===== src/rtl/upc_loop_perf_monitor.sv =====
// upc_loop_perf_monitor: passive monitor for an HLS pipelined loop and its enclosing module.
// Counts issued/retired iterations, stalls, loop invocations, latencies and module transactions.
`default_nettype none

module upc_loop_perf_monitor #(
    parameter int STATE_W = 1,
    parameter int CNT_W   = 32
) (
    input  logic               clock,
    input  logic               reset,
    input  logic [STATE_W-1:0] cur_state,
    input  logic [STATE_W-1:0] iter_start_state,
    input  logic [STATE_W-1:0] iter_end_state,
    input  logic [STATE_W-1:0] quit_state,
    input  logic               iter_start_block,
    input  logic               iter_end_block,
    input  logic               quit_block,
    input  logic               iter_start_enable,
    input  logic               iter_end_enable,
    input  logic               quit_enable,
    input  logic               loop_start,
    input  logic               loop_ready,
    input  logic               loop_done,
    input  logic               loop_continue,
    input  logic               quit_at_end,
    input  logic               mod_start,
    input  logic               mod_ready,
    input  logic               mod_done,
    input  logic               mod_continue,
    input  logic               finish,
    output logic [CNT_W-1:0]   iter_start_cnt,
    output logic [CNT_W-1:0]   iter_end_cnt,
    output logic [CNT_W-1:0]   inflight_cnt,
    output logic [CNT_W-1:0]   stall_cnt,
    output logic [CNT_W-1:0]   invoke_cnt,
    output logic [CNT_W-1:0]   last_latency,
    output logic [CNT_W-1:0]   max_latency,
    output logic [CNT_W-1:0]   mod_txn_cnt,
    output logic               loop_busy,
    output logic               mod_busy,
    output logic               frozen,
    output logic               proto_err
);

    localparam logic [CNT_W-1:0] C_CNT_MAX = '1;

    function automatic logic [CNT_W-1:0] sat_inc(input logic [CNT_W-1:0] v);
        return (v == C_CNT_MAX) ? v : v + CNT_W'(1);
    endfunction

    logic             w_istart;
    logic             w_iend;
    logic             w_quit;
    logic             w_done_ev;
    logic             w_loop_start;
    logic             w_loop_end;
    logic             w_mod_start;
    logic             w_mod_end;
    logic             w_iend_err;
    logic             w_idle_done_err;
    logic [CNT_W-1:0] w_cur_lat;
    logic [CNT_W-1:0] r_lat_acc;
    logic             unused_taps;

    assign w_istart = iter_start_enable & ~iter_start_block & (cur_state == iter_start_state);
    assign w_iend   = iter_end_enable & ~iter_end_block & (cur_state == iter_end_state);
    assign w_quit   = quit_enable & ~quit_block & (cur_state == quit_state) & loop_done
                    & (~quit_at_end | w_iend);

    // A new start is accepted either from idle or in the very cycle the running invocation ends.
    assign w_done_ev    = loop_done & loop_continue;
    assign w_loop_start = loop_start & (~loop_busy | w_done_ev);
    assign w_loop_end   = w_done_ev & (loop_busy | w_loop_start);
    assign w_cur_lat    = loop_busy ? sat_inc(r_lat_acc) : CNT_W'(1);

    assign w_mod_start = mod_start & ~mod_busy;
    assign w_mod_end   = mod_done & mod_continue & (mod_busy | w_mod_start);

    // A retire paired with an issue in the same cycle is legal even with nothing in flight.
    assign w_iend_err      = w_iend & ~w_istart & (inflight_cnt == '0);
    assign w_idle_done_err = loop_done & ~loop_busy & ~loop_start;

    assign unused_taps = &{1'b0, mod_ready, loop_ready, w_quit};

    always_ff @(posedge clock or negedge reset) begin
        if (!reset) begin
            iter_start_cnt <= '0;
            iter_end_cnt   <= '0;
            inflight_cnt   <= '0;
            stall_cnt      <= '0;
            invoke_cnt     <= '0;
            last_latency   <= '0;
            max_latency    <= '0;
            mod_txn_cnt    <= '0;
            loop_busy      <= 1'b0;
            mod_busy       <= 1'b0;
            frozen         <= 1'b0;
            proto_err      <= 1'b0;
            r_lat_acc      <= '0;
        end else begin
            if (finish) frozen <= 1'b1;
            if (w_iend_err | w_idle_done_err) proto_err <= 1'b1;

            if (!frozen) begin
                if (w_istart) iter_start_cnt <= sat_inc(iter_start_cnt);
                if (w_iend)   iter_end_cnt   <= sat_inc(iter_end_cnt);

                if (w_istart & ~w_iend)
                    inflight_cnt <= sat_inc(inflight_cnt);
                else if (w_iend & ~w_istart & (inflight_cnt != '0))
                    inflight_cnt <= inflight_cnt - CNT_W'(1);

                if (loop_busy & iter_start_enable & iter_start_block)
                    stall_cnt <= sat_inc(stall_cnt);

                if (w_loop_start) invoke_cnt <= sat_inc(invoke_cnt);

                if (w_loop_end) begin
                    last_latency <= w_cur_lat;
                    if (w_cur_lat > max_latency) max_latency <= w_cur_lat;
                end

                if (w_loop_start) begin
                    loop_busy <= 1'b1;
                    r_lat_acc <= CNT_W'(1);
                end else if (w_loop_end) begin
                    loop_busy <= 1'b0;
                    r_lat_acc <= '0;
                end else if (loop_busy) begin
                    r_lat_acc <= w_cur_lat;
                end

                if (w_mod_end) begin
                    mod_busy    <= 1'b0;
                    mod_txn_cnt <= sat_inc(mod_txn_cnt);
                end else if (w_mod_start) begin
                    mod_busy <= 1'b1;
                end
            end
        end
    end

endmodule

`default_nettype wire


===== config.mk =====
export PLATFORM = sky130hd
export DESIGN_NAME = upc_loop_perf_monitor
export DESIGN_NICKNAME = d
export VERILOG_FILES = /design/src/rtl/upc_loop_perf_monitor.sv
export SDC_FILE = /design/constraint.sdc
export NUM_CORES = 1
export LEC_CHECK = 0
export ABC_CLOCK_PERIOD_IN_PS = 8000
export BUFFER_PORTS_ARGS = -buffer_cell sky130_fd_sc_hd__buf_2
export CAP_MARGIN = 0
export CORE_MARGIN = 2
export CORE_UTILIZATION = 40
export DETAILED_ROUTE_END_ITERATION = 6
export PLACE_DENSITY_LB_ADDON = 0.05
export SLEW_MARGIN = 5
export SYNTH_ARGS = -nofsm -noshare
export SYNTH_HDL_FRONTEND = slang
export SYNTH_SLANG_ARGS = --single-unit

===== constraint.sdc =====
create_clock -name clock -period 8 [get_ports clock]
set_input_delay 0.8 -clock clock [delete_from_list [all_inputs] [get_ports clock]]
set_output_delay 0.8 -clock clock [all_outputs]
set_load 0.01 [all_outputs]

==> results of run 1 <==
[state kept, by name, summed over array words and instances, names as in the netlist, 32 cells and up]
| register | cells |
|---|---|
| mod_txn_cnt | 32 |
| max_latency | 32 |
| stall_cnt | 32 |
| iter_start_cnt | 32 |
| invoke_cnt | 32 |
| r_lat_acc | 32 |
| last_latency | 32 |
| inflight_cnt | 32 |
| iter_end_cnt | 32 |
[cells in the final DEF, fill, tap and decap left out, types with 8 or more instances in the layout]
| master | netlist | layout |
|---|---|---|
| a21o_1 | 30 | 30 |
| a21oi_1 | 46 | 46 |
| a31oi_1 | 13 | 13 |
| and2_1 | 38 | 38 |
| and3_1 | 39 | 39 |
| and4_1 | 20 | 20 |
| buf_2 | 8 | 274 |
| buf_4 | 0 | 12 |
| clkbuf_1 | 38 | 8 |
| clkbuf_16 | 0 | 36 |
| clkbuf_8 | 0 | 9 |
| dfrtp_1 | 292 | 292 |
| ha_1 | 66 | 66 |
| inv_1 | 55 | 55 |
| mux2_2 | 8 | 8 |
| mux2_4 | 30 | 30 |
| nand2_1 | 238 | 238 |
| nand3_1 | 76 | 76 |
| nand4_1 | 63 | 63 |
| nor2_1 | 86 | 85 |
| nor3_1 | 16 | 16 |
| nor4_1 | 14 | 14 |
| o21ai_0 | 77 | 76 |
| o21bai_1 | 9 | 9 |
| o31ai_1 | 14 | 14 |
| or3_1 | 8 | 8 |
| xnor2_1 | 144 | 144 |
| xor2_1 | 70 | 70 |
[metrics by stage]
stage               worst slack [ps]  hold slack, ps  util [%]
finish                          1790             299      48.8
global route                    1420             370      48.8
CTS                             1770             341      48.8
detailed placement              1830             457      45.6
global placement                1900             453      45.6
floorplan                       3280             491         -
[critical path, delay by kind of cell, from the launching register on]
kind	cells	cell delay, ps
XOR/XNOR	1	150
flip-flops	1	480
multiplexers	1	330
AO/OA/AOI/OAI	8	1800
adder cells (fa/ha/maj)	2	640
AND/OR/NAND/NOR	8	2250
buffers and inverters	1	440
[final timing paths]
check	start	end	cells after the start
setup / recovery	r_lat_acc[0]$_DFFE_PN0P_	max_latency[11]$_DFFE_PN0P_	21
hold / removal	reset	last_latency[26]$_DFFE_PN0P_	1
setup reg to reg	r_lat_acc[0]$_DFFE_PN0P_	max_latency[11]$_DFFE_PN0P_	21
hold reg to reg	proto_err$_DFFE_PN0P_	proto_err$_DFFE_PN0P_	2
max in group asynchronous	reset	max_latency[10]$_DFFE_PN0P_	2
min in group clock	finish	frozen$_DFFE_PN0P_	2
[where the power goes]
| group | internal, mW | switching (mW) | total [mW] |
|---|---|---|---|
| sequential | 1.50 | 0.0401 | 1.54 |
| combinational | 0.188 | 0.255 | 0.443 |
| clock | 1.02 | 0.674 | 1.69 |
[per-layer routing]
metal,track usage [%],wire [um],vias up
met5,0,46,-
met4,4.83,665,6
met1,27.5,19200,5916
met3,5.29,2350,49
met2,30.5,17600,226
li1,-,-,6105
[kinds of logic (layout without fill, tap and decap cells)]
family                     Yosys count  after routing  synth area share [%]
and+or+nand+nor                    637            637                  20.3
DFF                                292            292                  46.6
AOI/OAI and AO/OA                  235            235                  9.57
xor gates and xnor gates           214            214                  12.0
buffers and inverters              105            408                  2.72
adders and majority gates           67             67                  5.39
muxes                               39             39                  3.51
other                                0              1                     0
[cell type report]
class / instances / share of cell area (%)
antenna: 1 / 0.0133
clock buffer: 53 / 5.60
timing repair buffer: 287 / 7.83
sequential: 292 / 38.8
inverter: 56 / 1.12
multi-input combinational: 1192 / 42.3
tap: 518 / 3.44
clock inverter: 12 / 0.903
==> qor.yml, run 1 <==
run_status:
  outcome: "finished clean"
power:
  p_total_mw: 3.68
  ir_worst_vdd_mv: 0.171
  leakage_nw: 9.82
  p_per_area_nw_per_um2: 195
clock_tree:
  cts_hold_buffers: 0
  clk_latency_ps: 550
  cts_resized: 0
  clk_transition_reported_paths_ps: 60
  cts_sinks: 292
  cts_tree: "built"
  postCtsSetupRepairBufs: 0
  clockBufferDepth: 3
  h-tree-depth: 2
  cts_buffers: 36
  cts_root_buf: "clkbuf_16"
grt:
  antenna_found_initial: 4
  grt_pass1_wl_um: 65200
  grt_use_total_pct: 19.7
  grt_max_degree: 106
  grt_pass1_vias: 12000
  gr-total-overflow: 0
setup_path:
  cp_slowest_stage_delay_ps: 630
  slowest_stage: "o221ai_4"
  path_cells: "ha_1 > and4_1 > and3_1 > nand3_4 > nor3b_1 > and2_1 > nand2_1 > xnor2_1 > and2_1 > ha_1 > a21o_1 > a21o_1 > a21o_1 > a21o_1 > a211oi_1 > o21ai_0 > nor3_1 > o41ai_2 > o221ai_4 > buf_4 > mux2_4"
  cp.arrival_ps: 6640
  cp_max_fo: 18
  crit_type: "reg -> reg"
  worstPathRequired_ps: 8430
  cpMostUsedCell: "a21o_1"
  critPathCaptureType: "flip-flop"
  r2r_setup_slack_ps: 1790
  startpoint_type: "flip-flop"
timing:
  timing.final.crit_period_ps: 6210
  finalSetupViolCount: 0
  slew_viol_final: 0
  rsz0062_at_grt: "no"
  min_period_over_period_pct: 77.6
  setup_tns_ps: 0
  hold_viol: 0
  tightest_slew_ps: 982
  finalClockSkew_ps: 16.9
  fmax_ghz: 0.161
  slew_headroom_pct: 34.6
drt:
  drc: 0
  firstDrtPassIters: 4
  via_count: 12300
  drt_iter0_drc: 479
  antenna_left: 0
  wl_per_cell_um: 16.6
  wirelength_um: 39900
  viasPerCell: 5.10
synthesis:
  ys_ff_latch: 292
  yosysSeqAreaShare_pct: 46.6
  synth_top_area_share_pct: 46.6
  yosys.area.top_type: "dfrtp_1"
  syn-num-nets: 1678
  synthArstFlopShare_pct: 100
  syn_inst: 1589
  synth_edf_count: 0
  synth_area_leaders: "dfrtp_1 47%, xnor2_1 8.0%, nand2_1 5.7%"
  synthesis.area_per_instance_um2: 9.87
  synth_flop_cell: "dfrtp_1"
  netlist_area_um2: 15700
  yosys_warnings: 0
  yosysUniqueCellTypes: 69
  yosysMostFrequentCell: "dfrtp_1"
  synth_common_cells: "292 x dfrtp_1, 238 x nand2_1, 144 x xnor2_1"
run:
  drv_cap: 0
die:
  die_h_um: 202
  core_um2: 38600
  fp.dieW_um: 202
  floorplan.die_area_um2: 40800
  initial_core_util_pct: 40.6
  ioPinCount: 282
  num_rows: 72
placed_design:
  io_buffers: 275
  post-dp-hpwl_um: 28500
  place_congestion: 0.792
  dp.cells: 2345
  placed_area_um2: 17600
layout:
  postLayoutCellArea_um2: 18800
  final_nets: 1954
  drive_above_1_share_pct: 21.2
  ff_latch_area_um2: 7310
  multiInputGateArea_um2: 7980
  syn_to_final_growth_pct: 20.2
  final.fill_count: 3731
  final_cells: 2411
hold_path:
  min_path_type: "in -> async"
Note: power is estimated with default switching activity, not from simulation.
==> run 2: changes to the inputs <==
--- a/config.mk
+++ b/config.mk
@@ -5,7 +5,7 @@
 export SDC_FILE = /design/constraint.sdc
 export NUM_CORES = 1
 export LEC_CHECK = 0
-export ABC_CLOCK_PERIOD_IN_PS = 8000
+export ABC_CLOCK_PERIOD_IN_PS = 5400
 export BUFFER_PORTS_ARGS = -buffer_cell sky130_fd_sc_hd__buf_2
 export CAP_MARGIN = 0
 export CORE_MARGIN = 2
==> constraint.sdc (replaced) <==
create_clock -name clock -period 5.4 [get_ports clock]
set_input_delay 0.54 -clock clock [delete_from_list [all_inputs] [get_ports clock]]
set_output_delay 0.54 -clock clock [all_outputs]
set_load 0.01 [all_outputs]
==> run 2 against run 1 <==
Compared with the run above: clock power rose by 40%; worst setup slack got worse by 1400 ps; critical endpoint is now max_latency[27]$_DFFE_PN0P_; largest cell class unchanged; via count hardly changed; critical path type unchanged; cell area is 0.30% higher; global-route usage increased by 0.14 points; routed wire length grew 0.21%; critical path depth did not move; sequential power is 49% higher; flip-flop and latch count stayed put.
==> qor.yml, run 2 (same netlist as run 1, synthesis figures left out) <==
run_status:
  outcome: "finished clean"
timing:
  fin_hold_ws_ps: 36.8  # -262 ps
  min_period_over_period_pct: 92.0  # +14 points
  hold_viol: 0  # unchanged
  rsz0062_at_grt: "no"
  finalClockSkew_ps: 15.7  # -1.23 ps
  fmax_ghz: 0.201  # +25%
  setup_ws_ps: 432  # -1360 ps
  slew_viol_final: 0  # unchanged
  slew_headroom_pct: 34.1  # -0.43 points
  tightest_slew_ps: 988  # +6.52 ps
  setup_tns_ps: 0  # unchanged
  finalSetupViolCount: 0  # unchanged
  timing.final.crit_period_ps: 4970  # -1240 ps
placed_design:
  place_congestion: 0.805  # +1.7%
  dp.cells: 2354  # +0.38%
  placed_area_um2: 17700  # +0.67%
  place_worst_setup_slack_ps: 390  # -1440 ps
  io_buffers: 275  # unchanged
  post-dp-hpwl_um: 28800  # +1.0%
setup_path:
  cp.arrival_ps: 5380  # -1260 ps
  r2r_cells: 21  # unchanged
  r2r_end: "max_latency[27]$_DFFE_PN0P_"
  worstPathRequired_ps: 5820  # -2610 ps
  r2r_setup_slack_ps: 430  # -1360 ps
  critPathCaptureType: "flip-flop"
  worstReg2RegStart: "r_lat_acc[1]$_DFFE_PN0P_"
  critical_path.startpoint: "r_lat_acc[1]$_DFFE_PN0P_"
  startpoint_type: "flip-flop"
  cp_max_fo: 14  # -4
  crit_type: "reg -> reg"
  crit_end: "max_latency[27]$_DFFE_PN0P_"
drt:
  wirelength_um: 40000  # +0.21%
  via_count: 12300  # +0.0081%
  wl_per_cell_um: 16.5  # -0.12%
  antenna_left: 0  # unchanged
  drc: 0  # unchanged
  firstDrtPassIters: 4  # unchanged
  viasPerCell: 5.09  # -0.32%
  drt_iter0_drc: 477  # -0.42%
clock_tree:
  postCtsSetupRepairBufs: 0  # unchanged
  cts_sinks: 292  # unchanged
  cts_root_buf: "clkbuf_16"
  clockBufferDepth: 3  # unchanged
  cts_resized: 0  # unchanged
  h-tree-depth: 2  # unchanged
  cts_hold_buffers: 0  # unchanged
  cts_tree: "built"
  clk_latency_ps: 540  # about the same
  cts_buffers: 36  # unchanged
  clk_transition_reported_paths_ps: 60  # about the same
power:
  power_switching_mw: 1.39  # +44%
  leakage_nw: 9.87  # +0.51%
  ir_worst_vdd_mv: 0.227  # +32%
  combPwrFrac_pct: 12.4  # +0.3 points
  cellInternalPower_mw: 3.92  # +45%
  pwr-share-clk_pct: 44.6  # -1.4 points
  p_seq_share_pct: 43.0  # +1.1 points
  swShare_pct: 26.2  # -0.14 points
  p_per_area_nw_per_um2: 281  # +44%
run:
  drv_cap: 0  # unchanged
layout:
  final_cell_mix: "292 x dfrtp_1, 274 x buf_2, 238 x nand2_1"
  postLayoutCellArea_um2: 18900  # +0.30%
  syn_to_final_growth_pct: 20.5
  drive_above_1_share_pct: 21.6  # +0.38 points
  final_common_cell: "dfrtp_1"
  final_cells: 2419  # +0.33%
  final.fill_count: 3692  # -1.0%
  final_nets: 1963  # +0.46%
grt:
  grt_max_degree: 116  # +9.4%
  grt_use_total_pct: 19.9  # +0.14 points
  gr-total-overflow: 0  # unchanged
  antenna_found_initial: 3  # -1
  grt_pass1_vias: 12000  # +0.51%
  grt_pass1_wl_um: 66100  # +1.3%
die:
  initial_core_util_pct: 40.6  # unchanged
  core_um2: 38600  # unchanged
  num_rows: 72  # unchanged
  die_h_um: 202  # unchanged
  fp.dieW_um: 202  # unchanged
  ioPinCount: 282  # unchanged
  floorplan.die_area_um2: 40800  # unchanged
hold_path:
  min_path_type: "in -> async"
-- run 2: changes by cell type in the layout (fill, tap and decap cells not counted), moves of 2 or more --
cell | before | now
buf_4 | 12 | 17
bufinv_16 | 3 | 1
clkinv_2 | 4 | 7
buf_12 | 0 | 4
clkinvlp_4 | 2 | 0
-- run 2: worst min-delay path by stage --
stage,end,slack (ps),cells past startpoint
floorplan,frozen$_DFFE_PN0P_,240,0
global placement,proto_err$_DFFE_PN0P_,450,2
detailed placement,proto_err$_DFFE_PN0P_,450,2
CTS,last_latency[24]$_DFFE_PN0P_,50,1
global route,last_latency[24]$_DFFE_PN0P_,80,1
finish,last_latency[24]$_DFFE_PN0P_,40,1
-- run 2: area by class of cell --
class                      count  area [um2]  share of cell area (%)
multi-input combinational   1192        7980                    42.2
tap                          518         648                    3.43
clock inverter                11        98.8                   0.523
antenna                        1        2.50                  0.0132
inverter                      56         210                    1.11
sequential                   292        7310                    38.7
timing repair buffer         296        1590                    8.43
clock buffer                  53        1060                    5.63
-- run 2: power by group through the flow --
stage | Sequential, mW | Clock [mW] | Combinational, mW
after floorplan | 2.32 | 0 | 0.453
after global placement | 2.32 | 0 | 0.657
after detailed placement | 2.33 | 0 | 0.660
after CTS | 2.29 | 2.46 | 0.667
after global routing | 2.29 | 2.55 | 0.749
final | 2.29 | 2.37 | 0.661
-- run 2: routing by layer --
layer | share of wire, % | wire (um) | up-vias | GRT usage, %
met2 | 43 | 17300 | 240 | 29.5
met3 | 6.3 | 2530 | 57 | 5.13
met4 | 2.1 | 836 | 4 | 5.65
li1 | - | - | 6126 | -
met1 | 48 | 19300 | 5876 | 28.6
met5 | 0.073 | 29 | - | 0
-- run 2: stage by stage --
step	utilization (%)	power (mW)
final	48.9	5.32
after global placement	45.9	2.98
after CTS	48.9	5.42
after detailed placement	45.9	2.99
after global routing	48.9	5.59
after floorplan	-	2.77
-- run 2: worst max-delay path: stages (launching register included) --
cell and delay, ps:
dfrtp_1 440, ha_1 280, and4_1 230, and3_1 200, nand3_4 100, nor3b_1 250
and2_1 220, nand2_1 100, xnor2_1 140, and2_1 190, ha_1 310, a21o_1 180
a21o_1 170, a21o_1 170, a21o_1 170, a211oi_1 210, o21ai_0 120, nor3_1 360
o41ai_2 170, o221ai_4 300, buf_12 210, mux2_4 320
